--- config.mk ---
export PLATFORM = sky130hd
export DESIGN_NAME = force_bus_event_monitor
export DESIGN_NICKNAME = d
export VERILOG_FILES = /design/src/rtl/force_bus_event_monitor.sv
export SDC_FILE = /design/constraint.sdc
export NUM_CORES = 1
export LEC_CHECK = 0
export CAP_MARGIN = 30
export CORE_MARGIN = 2
export CORE_UTILIZATION = 49
export DETAILED_ROUTE_END_ITERATION = 8
export PLACE_DENSITY = 0.74
export REMOVE_ABC_BUFFERS = 1
export SYNTH_ARGS = -nofsm -noshare
export SYNTH_HDL_FRONTEND = slang
export SYNTH_SLANG_ARGS = --single-unit
--- constraint.sdc ---
create_clock -name clk -period 4.1 [get_ports clk]
set_clock_uncertainty 0.1 [all_clocks]
set_input_delay 0.82 -clock clk [delete_from_list [all_inputs] [get_ports clk]]
set_output_delay 0.82 -clock clk [all_outputs]
set_load 0.02 [all_outputs]
--- src/rtl/force_bus_event_monitor.sv ---
`default_nettype none
// ============================================================================
// Module   : force_bus_event_monitor
// Brief    : Turns force windows and per-lane value changes on a shared bus
//            into event records, queued in a valid/ready FIFO.
// Revision : 1.0
// ============================================================================
module force_bus_event_monitor #(
    parameter int WIDTH = 8,
    parameter int DEPTH = 4
) (
    input  logic               clk,
    input  logic               rst,
    input  logic               en,
    input  logic [WIDTH-1:0]   bus_in,
    output logic               evt_valid,
    input  logic               evt_ready,
    output logic [WIDTH+2:0]   evt_data,
    output logic               forced,
    output logic [7:0]         drop_cnt
);

    localparam int LW = WIDTH / 2;
    localparam int AW = $clog2(DEPTH);
    localparam int RW = WIDTH + 3;

    localparam logic [1:0] C_KIND_CHANGE = 2'b00;
    localparam logic [1:0] C_KIND_ON     = 2'b01;
    localparam logic [1:0] C_KIND_OFF    = 2'b10;

    typedef enum logic [0:0] {
        ST_NORMAL = 1'b0,
        ST_FORCED = 1'b1
    } state_t;

    state_t           state_q, state_d;
    logic [WIDTH-1:0] bus_q, bus_d;
    logic             en_q, en_d;
    logic [1:0]       pend_q, pend_d;
    logic             fpend_q, fpend_d;
    logic [1:0]       fkind_q, fkind_d;
    logic [7:0]       drop_q, drop_d;
    logic [AW:0]      wr_q, wr_d;
    logic [AW:0]      rd_q, rd_d;
    logic [RW-1:0]    mem_q [DEPTH];
    logic [RW-1:0]    mem_d [DEPTH];

    logic [1:0]       w_chg;
    logic             w_rise, w_fall;
    logic             w_empty, w_full, w_pop, w_can_push;
    logic             w_push_f, w_push_0, w_push_1, w_push;
    logic [RW-1:0]    w_rec;

    genvar gk;
    generate
        for (gk = 0; gk < 2; gk++) begin : g_lane
            assign w_chg[gk] = (bus_in[gk*LW +: LW] != bus_q[gk*LW +: LW]);
        end
    endgenerate

    always_comb begin
        w_rise     = en & ~en_q & (state_q == ST_NORMAL);
        w_fall     = ~en & en_q & (state_q == ST_FORCED);

        w_empty    = (wr_q == rd_q);
        w_full     = (wr_q[AW] != rd_q[AW]) && (wr_q[AW-1:0] == rd_q[AW-1:0]);
        w_pop      = ~w_empty & evt_ready;
        w_can_push = ~w_full | w_pop;

        w_push_f   = w_can_push & fpend_q;
        w_push_0   = w_can_push & ~fpend_q & pend_q[0];
        w_push_1   = w_can_push & ~fpend_q & ~pend_q[0] & pend_q[1];
        w_push     = w_push_f | w_push_0 | w_push_1;

        if (w_push_f)
            w_rec = {fkind_q, 1'b0, bus_q};
        else if (w_push_0)
            w_rec = {C_KIND_CHANGE, 1'b0, bus_q};
        else
            w_rec = {C_KIND_CHANGE, 1'b1, bus_q};
    end

    always_comb begin
        bus_d   = bus_in;
        en_d    = en;
        state_d = state_q;
        if (w_rise)
            state_d = ST_FORCED;
        else if (w_fall)
            state_d = ST_NORMAL;

        // Entering FORCED discards coalesced changes; a same-edge re-set wins over a push clear.
        if (w_rise) begin
            pend_d = 2'b00;
        end else begin
            pend_d[0] = ((state_q == ST_NORMAL) & w_chg[0]) | (pend_q[0] & ~w_push_0);
            pend_d[1] = ((state_q == ST_NORMAL) & w_chg[1]) | (pend_q[1] & ~w_push_1);
        end

        fpend_d = w_rise | w_fall | (fpend_q & ~w_push_f);
        fkind_d = fkind_q;
        if (w_rise)
            fkind_d = C_KIND_ON;
        else if (w_fall)
            fkind_d = C_KIND_OFF;

        drop_d = drop_q;
        if ((w_rise | w_fall) & fpend_q & ~w_push_f & (drop_q != 8'hFF))
            drop_d = drop_q + 8'd1;

        wr_d  = wr_q + (AW+1)'(w_push);
        rd_d  = rd_q + (AW+1)'(w_pop);
        mem_d = mem_q;
        if (w_push)
            mem_d[wr_q[AW-1:0]] = w_rec;
    end

    always_ff @(posedge clk or posedge rst) begin
        if (rst) begin
            state_q <= ST_NORMAL;
            bus_q   <= '0;
            en_q    <= 1'b0;
            pend_q  <= 2'b00;
            fpend_q <= 1'b0;
            fkind_q <= C_KIND_CHANGE;
            drop_q  <= 8'd0;
            wr_q    <= '0;
            rd_q    <= '0;
            for (int i = 0; i < DEPTH; i++)
                mem_q[i] <= '0;
        end else begin
            state_q <= state_d;
            bus_q   <= bus_d;
            en_q    <= en_d;
            pend_q  <= pend_d;
            fpend_q <= fpend_d;
            fkind_q <= fkind_d;
            drop_q  <= drop_d;
            wr_q    <= wr_d;
            rd_q    <= rd_d;
            mem_q   <= mem_d;
        end
    end

    assign evt_valid = ~w_empty;
    assign evt_data  = mem_q[rd_q[AW-1:0]];
    assign forced    = (state_q == ST_FORCED);
    assign drop_cnt  = drop_q;

endmodule
`default_nettype wire

# Word-level counts from Yosys, hierarchy flattened
# Cells that the tools add are included.
[word_totals]
ff_bits = 73
input_bits = 12
output_inout_bits = 21
wordCells = 78
[classes]
reduce_logical = 3
mux = 13
bitwise_logic = 37
add_sub_neg = 3
eq_ne = 6
n_lt_le_gt_ge = 3
[ops]
columns = ["cell", "n"]
rows = [
  ["44-bit bitwise mux", 1],
  ["11-bit 2-to-1 mux", 4],
  ["11-bit binary-select mux with 2-bit select", 1],
  ["11-bit demux with 2-bit select", 1],
  ["1-bit AND", 18],
  ["1-bit NOT", 10],
  ["9-bit 2-to-1 mux", 1],
  ["8-bit by 1-bit adder with 8-bit output (second input constant)", 1],
  ["4-bit != test", 2],
  ["8-bit != test (second input constant)", 1],
  ["1-bit bitwise OR", 7],
  ["3-bit by 1-bit adder with 3-bit output", 2],
  ["3-bit >= comparator (second input constant)", 2],
  ["2-bit 2-to-1 mux", 3],
  ["2-bit NOT with 3-bit output", 2],
  ["3-bit == test", 1],
  ["3-bit by 1-bit less-than comparator with 1-bit output (second input constant)", 1],
  ["2-bit == test", 1],
  ["1-bit logical AND", 2],
  ["1-bit 2-to-1 mux", 2],
  ["2-bit nonzero test", 1],
  ["1-bit != test", 1],
]

# Logic depth before layout (Yosys ltp)
# Gate-level depths: netlist of the first run.
[depth]
depth_word = 11
ltp_mapped = 7
depth_no_buf = 7

# Worst setup path after synthesis of the first run
# OpenSTA, ideal clock, no wires.
[synth_timing]
path_kind = "register -> output"
from = "reg rd_q[1]"
to = "out evt_data[0]"
path_stages_with_launch = 3
t_required_ps = 3180
path_buffers = 1
arrival_ps = 1495
setup_slack_ps = 1685
path_cell_list = "dfrtp_1 buf_1 mux4_2"
[synth_between]
elab_chain_len = 4
[synth_rtl]
columns = ["element", "line_no", "source"]
rows = [
  ["start: declaration", "44", "logic [AW:0] rd_q, rd_d;"],
  ["start signal: assignment", "140", "rd_q <= rd_d;"],
  ["2-bit NOT with 3-bit output (implied by the code)", "146", "assign evt_data = mem_q[rd_q[AW-1:0]];"],
  ["11-bit binary-select mux with 2-bit select", "146", ""],
  ["11-bit 2-to-1 mux (implied by the code) (2 in series)", "146", ""],
  ["end: declaration", "18", "output logic [WIDTH+2:0] evt_data,"],
]
# Every way passes these cells. The select of a mux whose other input is x is not followed.

# Worst setup path in the final report of the first run
[layout_timing]
from = "reg rd_q[0]"
to = "out evt_data[8]"
# The elaborated chain is that of the path after synthesis.

==> run metrics, run 1 <==
vias per std cell 5.49; r2r setup slk 1360 ps; vias in the first global route 1916; hold_sp mem_q[6]; total leakage power 1.62 nW; Skew-Pair Late Insertion Delay 340 ps; pwr dens 762 mW/mm^2; core area 0.00628 sq mm; RSZ-0062 raised after global routing false; max incr delay on CP 810 ps; row count 29; Die Area 0.00706 sq mm; critical path type flop to primary output; setup violators final 0; global-route wire length before repair 9.85 mm; CTS tree done; DRC 0; largest net degree at the start of global routing 27; die span in y 84.0 microns; Seq/Total Area, Yosys 57.4%; Fin. Hold Viols 0; max cap viols 0; H-tree Lvls 3; final setup TNS 0 ps; n_diodes 0; Max Transition Viols Final 0; Crit. Startpoint rd_q[0]; GR Util All Layers 18.3%; crit path DAT 2310 ps; Clk Tree Root Cell clkbuf_8; cell taking the most area after synthesis dfrtp_1; Worst Tran Pin Value 719 ps; Synthesis Warnings 0; crit-path max FO 13; post-DP HPWL 3.86 mm; Avg Cell Area, Syn 14.9 sq um; CP Launch Type flop; Worst-path clk slew 70 ps; Worst R2R Start rd_q[0]; FMAX 310 MHz; clock buffer depth 2; DRT antenna net count 0; remaining global-route overflow 0; PostCTS Resize Cnt 0; worst vdd ir 0.000425 V; Die W 84.0 microns; crit path time final 3230 ps; drt total wl 5.68 mm; buffers inserted by post-CTS timing repair 0; CTS Hold Buffers Added 0; top-area cell type share of the netlist area 57.4%; relative slew slack 52.1%; fin crit share 78.8%; CP Capture Type primary output; Num CTS Buffers 9; most frequent cells in the layout 72 x dfrtp_1, 42 x mux2_1, 32 x clkdlybuf4s50_1; initial antenna violation count 0; Hold WC Path Type flop to flop; routed via count 1828; Critical Path Slowest Stage Cell dfrtp_1; commonest non-fill, non-tap cell in the layout dfrtp_1; status finished, final reports clean; # clock sinks 72; cell area after synthesis 0.00314 sq mm; PortBufs 32; WL/cell 17.1 microns; synth unique cells 32; crit-path cells mux4_2 -> clkdlybuf4s50_1; final net count 270; Layout area overhead 18.7%; largest cells by area after synthesis dfrtp_1 57%, mux2_1 15%, mux4_2 7.9%; post-synthesis register bit count 72; RePlAce Congestion 0.765; Initial Utilization 50.0%; overall power 2.84 mW; worst hold slack 382 ps; Worst Path Required 3180 ps; Post-Syn Instances 211; # IOs 33; layout cell share with drive strength beyond 1 14.1%; drt pass-1 iters 4; initial DRC count 65
## power by group
part	internal (mW)	switching, mW
sequential	0.977	0.198
combinational	0.661	0.539
clock	0.229	0.236
## worst max-delay path, delay by kind of cell (launching register included)
kind / cells / cell delay (ps)
buffers and inverters: 1 / 560
DFF: 1 / 810
muxes: 1 / 610
## cells in the mapped netlist
cell,n
xnor2_1,9
nor3_1,3
xor2_1,11
or3_1,2
inv_1,4
buf_1,2
o41ai_2,1
nor4_2,3
nand2b_1,2
nor2_1,5
buf_2,5
maj3_1,1
and2_1,1
dfrtp_1,72
mux2_2,2
a21oi_1,3
o31ai_1,1
nand4_1,1
mux4_2,11
o22a_1,1
or4_1,2
nor4_1,1
o22ai_1,1
nand3_1,4
o21ai_0,4
ha_1,5
mux2_1,42
a41o_1,2
nor3b_1,2
and3_1,2
and3b_1,1
nand2_1,5
## state kept, by name (all words and copies together), names as in the netlist
name / cells
bus_q: 8
drop_cnt: 8
fpend_q: 1
mem_q: 44
wr_q: 3
rd_q: 3
pend_q: 2
fkind_q: 2
en_q: 1
## metrics by stage
step	std cells	area, sq um	util (%)	worst slack (ps)
final	333	3730	59.4	870
after global routing	333	3730	59.4	670
after global placement	319	3570	56.9	1130
after detailed placement	319	3570	56.9	1060
after floorplan	204	3110	-	1360
after CTS	333	3730	59.4	823
## final timing paths
path                                    end  cells past startpoint
min in group asynchronous         mem_q[17]                      2
worst max-delay path            evt_data[8]                      2
worst min register to register     mem_q[6]                      1
worst min-delay path               mem_q[6]                      1
worst max register to register    mem_q[41]                      4
max in group asynchronous         mem_q[32]                      3
## cells by family after synthesis
kind of cell             after synthesis  share of synthesized area [%]
AO/OA/AOI/OAI                         13                           2.99
XOR/XNOR                              20                           5.58
adder cells (fa/ha/maj)                6                           2.31
buffers and inverters                 11                           1.51
flip-flops                            72                           57.4
multiplexers                          55                           23.7
AND/OR/NAND/NOR                       34                           6.54
## final cells by class
| type | count | area, sq um |
|---|---|---|
| tap | 77 | 96.3 |
| sequential | 72 | 1800 |
| clock inverter | 1 | 5.00 |
| inverter | 4 | 15.0 |
| timing repair buffer | 38 | 365 |
| fill | 519 | 2550 |
| clock buffer | 13 | 149 |
| multi-input combinational | 128 | 1290 |
## metal layers
metal	part of all wire [%]	track usage (%)
met5	0	0
met4	0.81	6.60
met3	4.1	5.93
met2	47	27.7
met1	48	24.9
Note: power is estimated with default switching activity, not from simulation.
==> run 2: changes to the inputs <==
--- a/config.mk
+++ b/config.mk
@@ -9,7 +9,7 @@
 export CORE_MARGIN = 2
 export CORE_UTILIZATION = 49
 export DETAILED_ROUTE_END_ITERATION = 8
-export PLACE_DENSITY = 0.74
+export PLACE_DENSITY = 0.76
 export REMOVE_ABC_BUFFERS = 1
 export SYNTH_ARGS = -nofsm -noshare
 export SYNTH_HDL_FRONTEND = slang
==> constraint.sdc (replaced) <==
create_clock -name clk -period 2.7 [get_ports clk]
set_clock_uncertainty 0.1 [all_clocks]
set_input_delay 0.54 -clock clk [delete_from_list [all_inputs] [get_ports clk]]
set_output_delay 0.54 -clock clk [all_outputs]
set_load 0.02 [all_outputs]
==> run metrics, run 2 (synthesis results as in run 1) <==
status finished, final reports clean; Routed met2 length 2.77 mm (+3.7%); most frequent cells in the layout 71 x dfrtp_1, 42 x mux2_1, 24 x clkdlybuf4s50_1; Hold WC Path Type flop to flop; critical path type flop to primary output; max cap viols 0 (unchanged); largest reg by FF count mem_q; pwr dens 1200 mW/mm^2 (+57%); routed via count 1871 (+2.4%); Num CTS Buffers 9 (unchanged); Crit. Startpoint rd_q[0]; Skew-Pair Late Insertion Delay 340 ps (about the same); DRC 0 (unchanged); Placed Instance Area 0.00365 sq mm (+2.0%); Top Metal Used met4; RePlAce Congestion 0.708 (-7.4%); worst vdd ir 0.000662 V (+56%); Fin. Hold Viols 0 (unchanged); largest net degree at the start of global routing 73 (+170%); initial antenna violation count 0 (unchanged); Die Area 0.00706 sq mm (unchanged); n_diodes 0 (unchanged); CP Launch Type flop; RSZ-0062 raised after global routing false; max incr delay on CP 560 ps (-250 ps); cell count of the worst reg-to-reg path 5 (+1); Layout area overhead 25.1%; FMAX 382 MHz; crit-path max FO 9 (-4); overall power 4.71 mW (+66%); Die W 84.0 microns (unchanged); fin crit share 96.9%; remaining global-route overflow 0 (unchanged); vias in the first global route 2041 (+6.5%); CP Depth 2 (unchanged); hold_sp mem_q[25]; vias per std cell 5.45 (-0.63%); post-DP HPWL 3.89 mm (+0.84%); hold-critical path depth 1 (unchanged); met1 WL 2.71 mm (-0.40%); drt pass-1 iters 4 (unchanged); die span in y 84.0 microns (unchanged); Critical Path Slowest Stage Cell mux4_2; crit-path cells mux4_2 -> clkdlybuf4s50_1; CP top delay family multiplexers; H-tree Lvls 3 (unchanged); final net count 278 (+3.0%); CTS tree done; max reg flops 44 (unchanged); PortBufs 32 (unchanged); Initial Utilization 50.0% (unchanged); crit path DAT 1980 ps (-330 ps); Max Transition Viols Final 0 (unchanged); global-route wire length before repair 9.72 mm (-1.3%); Worst-path clk slew 70 ps (about the same); Worst Tran Pin Value 483 ps (-236 ps); row count 29 (unchanged); relative slew slack 67.5% (+15 points); CP Capture Type primary output; Final Instance Area 0.00393 sq mm (+5.4%); met3 wire length 234 microns (-0.43%); total leakage power 1.80 nW (+11%); initial DRC count 46 (-29%); core area 0.00628 sq mm (unchanged); Buf/Inv on CP 1 (unchanged); Worst R2R Start rd_q[0]; WL/cell 16.8 microns (-1.3%); Clk Tree Root Cell clkbuf_8; Post-Place Worst Slack 152 ps (-909 ps); GR Util All Layers 18.0% (-0.29 points); # clock sinks 72 (unchanged); setup violators final 0 (unchanged); Worst Path Required 2060 ps (-1120 ps); clock buffer depth 2 (unchanged); Worst Setup Slack, final 83.3 ps (-787 ps); crit path time final 2620 ps; commonest non-fill, non-tap cell in the layout dfrtp_1; DRT antenna net count 0 (unchanged); drt total wl 5.77 mm (+1.7%); # IOs 33 (unchanged); layout cell share with drive strength beyond 1 18.4% (+4.4 points)
-- run 2: metal layers --
metal | vias to the layer above | track usage (%)
met3 | 6 | 6.53
met2 | 38 | 27.8
met5 | - | 0
met1 | 957 | 23.6
met4 | 0 | 6.45
li1 | 870 | -
-- run 2: stage by stage --
| stage | util (%) | cells | hold WS [ps] | setup TNS (ps) |
|---|---|---|---|---|
| 6_report | 62.6 | 343 | 386 | 0 |
| 5_1_grt | 62.6 | 343 | 395 | 0 |
| 4_1_cts | 62.0 | 342 | 387 | 0 |
| 3_5_place_dp | 58.1 | 326 | 369 | 0 |
| 3_3_place_gp | 58.1 | 326 | 361 | 0 |
| 2_1_floorplan | - | 204 | 352 | -21.1 |
-- run 2: worst reg2reg max path, cell delays in order (launching register included) --
cell	delay, ps
dfrtp_2	510
xor2_2	210
o41ai_2	490
or3_1	200
buf_4	180
mux2_1	340
-- run 2: layout make-up --
| type | instances | area [sq um] |
|---|---|---|
| Clock buffer | 11 | 141 |
| Clock inverter | 5 | 104 |
| Fill cell | 480 | 2350 |
| Inverter | 4 | 15.0 |
| Multi-Input combinational cell | 128 | 1300 |
| Sequential cell | 72 | 1800 |
| Tap cell | 77 | 96.3 |
| Timing Repair Buffer | 46 | 470 |
-- run 2: path summary, 6_finish.rpt --
check | end | slack [ps]
setup / recovery | evt_data[10] | 80
hold / removal | mem_q[25] | 390
setup reg to reg | mem_q[38] | 550
hold reg to reg | mem_q[25] | 390
max in group asynchronous | rd_q[0] | 1690
min in group asynchronous | bus_q[4] | 480
-- run 2: where the power goes --
group          leakage (nW)  switching [mW]  internal, mW
registers             0.875           0.269          1.49
clock network         0.124           0.383         0.639
logic                 0.800           0.871          1.06
total                  1.80            1.52          3.19
-- run 2: timing repair --
item                       4_1_cts  5_1_grt
gates resized for setup          1        9
hold endpoints to repair         0        0
setup endpoints to repair        9       11
hold buffers                     0        0
setup buffers                    0        1
